===== src/rtl/dn_pkg.sv =====
`default_nettype none
// ============================================================================
// Module      : dn_pkg
// Description : Shared definitions for the download router: file-slot
//               numbers carried on dn_index, and the session state encoding.
// Revision    : 1.0 - initial release
// ============================================================================
package dn_pkg;

    // File slots understood by the router; every other index is counted only.
    localparam logic [7:0] IDX_BIOS = 8'd0;
    localparam logic [7:0] IDX_SPR  = 8'd3;
    localparam logic [7:0] IDX_MUS  = 8'd4;

    localparam int          LEN_W   = 25;
    localparam logic [24:0] LEN_MAX = 25'h1FF_FFFF;

    typedef enum logic [1:0] {
        IDLE  = 2'd0,
        LOAD  = 2'd1,
        FLUSH = 2'd2,
        DONE  = 2'd3
    } dn_state_e;

endpackage
`default_nettype wire


===== src/rtl/dn_skid_fifo.sv =====
`default_nettype none
// ============================================================================
// Module      : dn_skid_fifo
// Description : Two-entry FIFO with valid/ready on both sides. Entry 0 is
//               always the head, so out_data comes straight from a register
//               and stays stable until it is popped. A push into a full FIFO
//               is accepted when the head pops in the same cycle.
// Ports       : clk_24, reset_n         - clock, synchronous active-low reset
//               in_valid/in_ready/in_data    - write side
//               out_valid/out_ready/out_data - read side (head of queue)
// Revision    : 1.0 - initial release
// ============================================================================
module dn_skid_fifo #(
    parameter int WIDTH = 32
) (
    input  logic             clk_24,
    input  logic             reset_n,
    input  logic             in_valid,
    output logic             in_ready,
    input  logic [WIDTH-1:0] in_data,
    output logic             out_valid,
    input  logic             out_ready,
    output logic [WIDTH-1:0] out_data
);

    logic [1:0][WIDTH-1:0] mem_q, mem_d;
    logic [1:0]            count_q, count_d;
    logic                  push, pop;

    always_comb begin
        pop      = (count_q != 2'd0) && out_ready;
        in_ready = (count_q != 2'd2) || out_ready;
        push     = in_valid && in_ready;
        mem_d    = mem_q;
        if (pop) begin
            mem_d[0] = mem_q[1];
        end
        // The new word lands in the first slot that is free after the pop.
        if (push) begin
            if ((count_q == 2'd0) || ((count_q == 2'd1) && pop)) begin
                mem_d[0] = in_data;
            end else begin
                mem_d[1] = in_data;
            end
        end
        count_d = count_q + {1'b0, push} - {1'b0, pop};
    end

    always_ff @(posedge clk_24) begin
        if (!reset_n) begin
            mem_q   <= '0;
            count_q <= 2'd0;
        end else begin
            mem_q   <= mem_d;
            count_q <= count_d;
        end
    end

    assign out_valid = (count_q != 2'd0);
    assign out_data  = mem_q[0];

endmodule
`default_nettype wire


===== src/rtl/dn_router.sv =====
`default_nettype none
// ============================================================================
// Module      : dn_router
// Description : Routes a byte-serial file download to the BIOS ROM, sprite
//               ROM or music RAM write ports according to the slot index
//               latched at the start of the session. Music bytes are paired
//               into 16-bit words and queued in a 2-entry skid FIFO.
// Ports       : clk_24, reset_n              - clock, sync active-low reset
//               dn_download/dn_wr/dn_addr/dn_data/dn_index - download bus
//               bios_wr/bios_addr/bios_data  - BIOS byte write port
//               spr_wr/spr_addr/spr_data     - sprite byte write port
//               mus_req/mus_addr/mus_data/mus_ack - music word handshake
//               hold_reset - high while a BIOS load is in progress
//               overflow   - sticky, a byte or word was dropped this session
//               last_len   - byte count of the last completed session
// Revision    : 1.0 - initial release
// ============================================================================
module dn_router
    import dn_pkg::*;
#(
    parameter int BIOS_AW = 14,
    parameter int SPR_AW  = 15,
    parameter int MUS_AW  = 16
) (
    input  logic               clk_24,
    input  logic               reset_n,
    input  logic               dn_download,
    input  logic               dn_wr,
    input  logic [24:0]        dn_addr,
    input  logic [7:0]         dn_data,
    input  logic [7:0]         dn_index,
    output logic               bios_wr,
    output logic [BIOS_AW-1:0] bios_addr,
    output logic [7:0]         bios_data,
    output logic               spr_wr,
    output logic [SPR_AW-1:0]  spr_addr,
    output logic [7:0]         spr_data,
    output logic               mus_req,
    output logic [MUS_AW-1:0]  mus_addr,
    output logic [15:0]        mus_data,
    input  logic               mus_ack,
    output logic               hold_reset,
    output logic               overflow,
    output logic [24:0]        last_len
);

    localparam int FW = MUS_AW + 16;

    dn_state_e          state_q, state_d;
    logic               dl_prev_q;
    logic [7:0]         idx_q, idx_d;
    logic [LEN_W-1:0]   cnt_q, cnt_d;
    logic [LEN_W-1:0]   last_len_q, last_len_d;
    logic               ovf_q, ovf_d;
    logic               half_valid_q, half_valid_d;
    logic [7:0]         half_byte_q, half_byte_d;
    logic [MUS_AW-1:0]  half_addr_q, half_addr_d;
    logic               bios_wr_q, bios_wr_d;
    logic [BIOS_AW-1:0] bios_addr_q, bios_addr_d;
    logic [7:0]         bios_data_q, bios_data_d;
    logic               spr_wr_q, spr_wr_d;
    logic [SPR_AW-1:0]  spr_addr_q, spr_addr_d;
    logic [7:0]         spr_data_q, spr_data_d;

    logic               fifo_in_valid, fifo_in_ready, fifo_out_valid;
    logic [FW-1:0]      fifo_in_data, fifo_out_data;

    logic               bios_in_range, spr_in_range, mus_in_range;

    // Music range is in bytes: MUS_AW word-address bits plus the byte select.
    assign bios_in_range = ((dn_addr >> BIOS_AW) == 25'd0);
    assign spr_in_range  = ((dn_addr >> SPR_AW) == 25'd0);
    assign mus_in_range  = ((dn_addr >> (MUS_AW + 1)) == 25'd0);

    always_comb begin
        state_d       = state_q;
        idx_d         = idx_q;
        cnt_d         = cnt_q;
        last_len_d    = last_len_q;
        ovf_d         = ovf_q;
        half_valid_d  = half_valid_q;
        half_byte_d   = half_byte_q;
        half_addr_d   = half_addr_q;
        bios_wr_d     = 1'b0;
        bios_addr_d   = bios_addr_q;
        bios_data_d   = bios_data_q;
        spr_wr_d      = 1'b0;
        spr_addr_d    = spr_addr_q;
        spr_data_d    = spr_data_q;
        fifo_in_valid = 1'b0;
        fifo_in_data  = '0;

        case (state_q)
            IDLE: begin
                if (dn_download && !dl_prev_q) begin
                    state_d      = LOAD;
                    idx_d        = dn_index;
                    cnt_d        = '0;
                    ovf_d        = 1'b0;
                    half_valid_d = 1'b0;
                end
            end
            LOAD: begin
                if (dn_wr) begin
                    if (cnt_q != LEN_MAX) begin
                        cnt_d = cnt_q + 25'd1;
                    end
                    case (idx_q)
                        IDX_BIOS: begin
                            if (bios_in_range) begin
                                bios_wr_d   = 1'b1;
                                bios_addr_d = dn_addr[BIOS_AW-1:0];
                                bios_data_d = dn_data;
                            end else begin
                                ovf_d = 1'b1;
                            end
                        end
                        IDX_SPR: begin
                            if (spr_in_range) begin
                                spr_wr_d   = 1'b1;
                                spr_addr_d = dn_addr[SPR_AW-1:0];
                                spr_data_d = dn_data;
                            end else begin
                                ovf_d = 1'b1;
                            end
                        end
                        IDX_MUS: begin
                            if (!mus_in_range) begin
                                ovf_d = 1'b1;
                            end else if (!dn_addr[0]) begin
                                half_valid_d = 1'b1;
                                half_byte_d  = dn_data;
                                half_addr_d  = dn_addr[MUS_AW:1];
                            end else begin
                                fifo_in_valid = 1'b1;
                                fifo_in_data  = {dn_addr[MUS_AW:1], dn_data, half_byte_q};
                                half_valid_d  = 1'b0;
                            end
                        end
                        default: ;
                    endcase
                end
                if (!dn_download) begin
                    state_d = FLUSH;
                end
            end
            FLUSH: begin
                // A pending half-word only exists for the music slot.
                if (half_valid_q) begin
                    fifo_in_valid = 1'b1;
                    fifo_in_data  = {half_addr_q, 8'h00, half_byte_q};
                    half_valid_d  = 1'b0;
                end else if (!fifo_out_valid) begin
                    state_d = DONE;
                end
            end
            DONE: begin
                last_len_d = cnt_q;
                state_d    = IDLE;
            end
            default: state_d = IDLE;
        endcase

        if (fifo_in_valid && !fifo_in_ready) begin
            ovf_d = 1'b1;
        end
    end

    always_ff @(posedge clk_24) begin
        if (!reset_n) begin
            state_q      <= IDLE;
            dl_prev_q    <= 1'b0;
            idx_q        <= 8'd0;
            cnt_q        <= '0;
            last_len_q   <= '0;
            ovf_q        <= 1'b0;
            half_valid_q <= 1'b0;
            half_byte_q  <= 8'd0;
            half_addr_q  <= '0;
            bios_wr_q    <= 1'b0;
            bios_addr_q  <= '0;
            bios_data_q  <= 8'd0;
            spr_wr_q     <= 1'b0;
            spr_addr_q   <= '0;
            spr_data_q   <= 8'd0;
        end else begin
            state_q      <= state_d;
            dl_prev_q    <= dn_download;
            idx_q        <= idx_d;
            cnt_q        <= cnt_d;
            last_len_q   <= last_len_d;
            ovf_q        <= ovf_d;
            half_valid_q <= half_valid_d;
            half_byte_q  <= half_byte_d;
            half_addr_q  <= half_addr_d;
            bios_wr_q    <= bios_wr_d;
            bios_addr_q  <= bios_addr_d;
            bios_data_q  <= bios_data_d;
            spr_wr_q     <= spr_wr_d;
            spr_addr_q   <= spr_addr_d;
            spr_data_q   <= spr_data_d;
        end
    end

    dn_skid_fifo #(
        .WIDTH (FW)
    ) u_fifo (
        .clk_24    (clk_24),
        .reset_n   (reset_n),
        .in_valid  (fifo_in_valid),
        .in_ready  (fifo_in_ready),
        .in_data   (fifo_in_data),
        .out_valid (fifo_out_valid),
        .out_ready (mus_ack),
        .out_data  (fifo_out_data)
    );

    assign bios_wr    = bios_wr_q;
    assign bios_addr  = bios_addr_q;
    assign bios_data  = bios_data_q;
    assign spr_wr     = spr_wr_q;
    assign spr_addr   = spr_addr_q;
    assign spr_data   = spr_data_q;
    assign mus_req    = fifo_out_valid;
    assign mus_addr   = fifo_out_data[FW-1:16];
    assign mus_data   = fifo_out_data[15:0];
    assign hold_reset = ((state_q == LOAD) || (state_q == FLUSH)) && (idx_q == IDX_BIOS);
    assign overflow   = ovf_q;
    assign last_len   = last_len_q;

endmodule
`default_nettype wire


===== config.mk =====
export PLATFORM = sky130hd
export DESIGN_NAME = dn_router
export DESIGN_NICKNAME = d
export VERILOG_FILES = /design/src/rtl/dn_pkg.sv /design/src/rtl/dn_skid_fifo.sv /design/src/rtl/dn_router.sv
export SDC_FILE = /design/constraint.sdc
export NUM_CORES = 1
export LEC_CHECK = 0
export ABC_AREA = 1
export BUFFER_PORTS_ARGS = -buffer_cell sky130_fd_sc_hd__buf_2
export CAP_MARGIN = 20
export CORE_MARGIN = 5
export CORE_UTILIZATION = 39
export DETAILED_ROUTE_END_ITERATION = 6
export SETUP_SLACK_MARGIN = 0.4
export SLEW_MARGIN = 20
export SYNTH_ARGS = -nofsm -noshare
export SYNTH_HDL_FRONTEND = slang
export SYNTH_SLANG_ARGS = --single-unit

===== constraint.sdc =====
create_clock -name clk_24 -period 2.85 [get_ports clk_24]
set_input_delay 0.285 -clock clk_24 [delete_from_list [all_inputs] [get_ports clk_24]]
set_output_delay 0.285 -clock clk_24 [all_outputs]
set_load 0.02 [all_outputs]

==> impl_metrics.csv <==
group,metric,value,unit
clocking,clock_latency,0.44,ns
sta,finClkSkew,0.01820,ns
worst_hold_path,hold_class,"input port to register",
drt,vias_per_cell,4.776,
floorplan,rows,56,
place,gp_congestion,0.8993,
floorplan,ios,153,
yosys,syn-mean-instance-area,6.810,um^2
sta,hold_viol_final,0,
yosys,synth_largest_area_cell,"dfxtp_1",
floorplan,design.die.area,0.02667,mm^2
clocking,cts_tree,"yes",
yosys,synth_area,0.009166,mm^2
place,dp_hpwl,17910,um
yosys,synth-seq-cells,200,
global_route,grt_use_total,0.1896,
cells_and_area,layout_commonest_cell,"nor2_1",
critical_path,cp_data_required_time,2.57,ns
critical_path,path_class,"register to output port",
floorplan,core-area,0.02333,mm^2
sta,tns,0,ns
place,port_buffers,152,
cells_and_area,num-fill-cells,2446,
drt,drt_wl_total,25270,um
pwr,power_density,691.0,mW/mm^2
pwr,power_leakage,4.868,nW
cells_and_area,drive_gt1_frac,0.1619,
floorplan,die_y,163.3,um
clocking,cts.clk_slew.worst_paths,0.08,ns
critical_path,crit_arrival,1.97,ns
cells_and_area,final_cell_mix,"nor2_1 (321), nand2_1 (301), dfxtp_1 (200)",
sta,period_minus_slack,2.258,ns
global_route,grt_pass1_vias,7862,
global_route,grt_max_degree,157,
sta,worst_pin_slew,0.7678,ns
drt,drt-initial-drc-count,503,
drt,detail_route.wl_per_cell,14.21,um
sta,period_share,0.7922,
critical_path,reg2reg_slack,0.66,ns
status,status,"finished clean",
yosys,synth_cell_type_count,34,
sta,setup_viol,0,
clocking,htreeDepth,4,
yosys,synth_top_area_share,0.4368,
drt,vias,8491,
pwr,power.total,7.320,mW
drt,firstDrtPassIters,5,
cells_and_area,final_cells,1778,
yosys,synth_nets,1400,
clocking,cts_root_buf,"clkbuf_16",
global_route,grt_overflow,0,
sta,rsz0062_at_grt,"false",
global_route,grt_pass1_wl,40700,um
cells_and_area,fin_nets,1499,
drt,antenna_left,0,
global_route,grt_antenna_before_repair,0,
cells_and_area,syn2layout_area_growth,15.57,%
yosys,ys_seq_area_frac,0.4368,
cells_and_area,postLayoutCoreUtil,0.4540,
critical_path,cp-end-kind,"output port",
floorplan,die_x,163.3,um
yosys,synth_cells,1346,
clocking,clockBufferDepth,2,
clocking,cts_buffers,17,
sta,drv_slew,0,
yosys,ys.warnings.count,0,
clocking,ctsHoldBuffers,0,
cells_and_area,register_area,0.004004,mm^2
floorplan,start_util,0.3929,
drt,drc,0,
sta,fmax,442.9,MHz
place,placed_cells,1741,
critical_path,path_max_fanout,7,
yosys,synthTopCellsByArea,"dfxtp_1 (44%), nor2_1 (13%), nand2_1 (12%)",
cells_and_area,multiInputGateArea,0.004257,mm^2
critical_path,start_kind,"register",
sta,slew_headroom,0.4882,
flow_run,drv_cap,0,
clocking,cts.sinks,200,
pwr,peakVddDrop,0.3337,mV
state kept, by name, summed over array words and instances (netlist names):
name / count
u_fifo.count_q: 2
overflow: 1
dl_prev_q: 1
spr_addr: 15
u_fifo.mem_q: 32
idx_q: 8
half_addr_q: 16
cnt_q: 25
u_fifo.out_data: 32
state_q: 2
bios_data: 8
half_byte_q: 8
last_len: 25
bios_wr: 1
half_valid_q: 1
spr_data: 8
bios_addr: 14
spr_wr: 1
cells in the mapped netlist (all sizes together):
cell	count
o31ai	1
xnor2	4
clkinv	4
a211oi	7
xor2	12
dfxtp	200
and2	1
ha	8
inv	84
a21oi	86
o21bai	1
a22oi	1
clkbuf	45
nor3	9
nand3	62
nand2	307
nor2	330
nand4	16
nor4	1
buf	57
o21ai	110
metrics by stage:
stage | instance area (um^2) | hold slack (ns) | setup WS [ns]
6_report | 10590 | 0.1075 | 0.5924
5_1_grt | 10590 | 0.09933 | 0.4287
4_1_cts | 10550 | 0.08950 | 0.4223
3_5_place_dp | 9967 | 0.4493 | 0.4269
3_3_place_gp | 9967 | 0.4461 | 0.5250
2_1_floorplan | 9166 | 0.3785 | 0.8489
critical path, cell delays in order (launching register included):
cell and delay (ns):
dfxtp_1 0.40, inv_1 0.10, ha_1 0.39, buf_4 0.20, clkinvlp_4 0.11, nor2_2 0.15
buf_2 0.19
layer usage:
| layer | up-vias | part of all wire | track usage |
|---|---|---|---|
| met5 | - | 0 | 0 |
| met4 | 0 | 0.022 | 0.06176 |
| met3 | 30 | 0.049 | 0.03760 |
| met2 | 179 | 0.49 | 0.3340 |
| met1 | 3865 | 0.44 | 0.2322 |
| li1 | 4417 | - | - |
final cells by class:
cell class / instances / area share
Timing Repair Buffer: 182 / 0.09567
Tap cell: 319 / 0.03768
Clock inverter: 14 / 0.01453
Antenna cell: 1 / 0.0002362
Sequential cell: 200 / 0.3779
Clock buffer: 18 / 0.04051
Multi-Input combinational cell: 956 / 0.4018
Inverter: 88 / 0.03165
worst paths after layout:
path	startpoint	end	cells past startpoint
worst max register to register	state_q[1]	cnt_q[1]	12
worst max-delay path	state_q[0]	hold_reset	6
worst min-delay path	dn_data[5]	u_fifo.mem_q[45]	3
worst min register to register	half_valid_q	half_valid_q	2
cells by family (layout without fill, tap and decap cells):
| group | count (synthesis) | in the layout | synth area share |
|---|---|---|---|
| flip-flops | 200 | 200 | 0.4368 |
| adder cells (fa/ha/maj) | 8 | 8 | 0.01092 |
| AND/OR/NAND/NOR | 726 | 726 | 0.3219 |
| other | 0 | 1 | 0 |
| AO/OA/AOI/OAI | 206 | 206 | 0.1156 |
| XOR/XNOR | 16 | 16 | 0.01529 |
| buffers and inverters | 190 | 302 | 0.09951 |
power breakdown:
part	leakage [nW]	internal (mW)	switching [mW]	total [mW]
clock network	0.281	1.18	1.22	2.40
registers	1.61	2.96	0.108	3.07
logic	2.97	0.543	1.31	1.85
repair_timing:
| item | CTS | global route |
|---|---|---|
| endpoints found under the setup margin | 0 | 39 |
| gates resized for setup | 0 | 4 |
| setup buffers | 0 | 4 |
(Power assumes the default switching activity.)
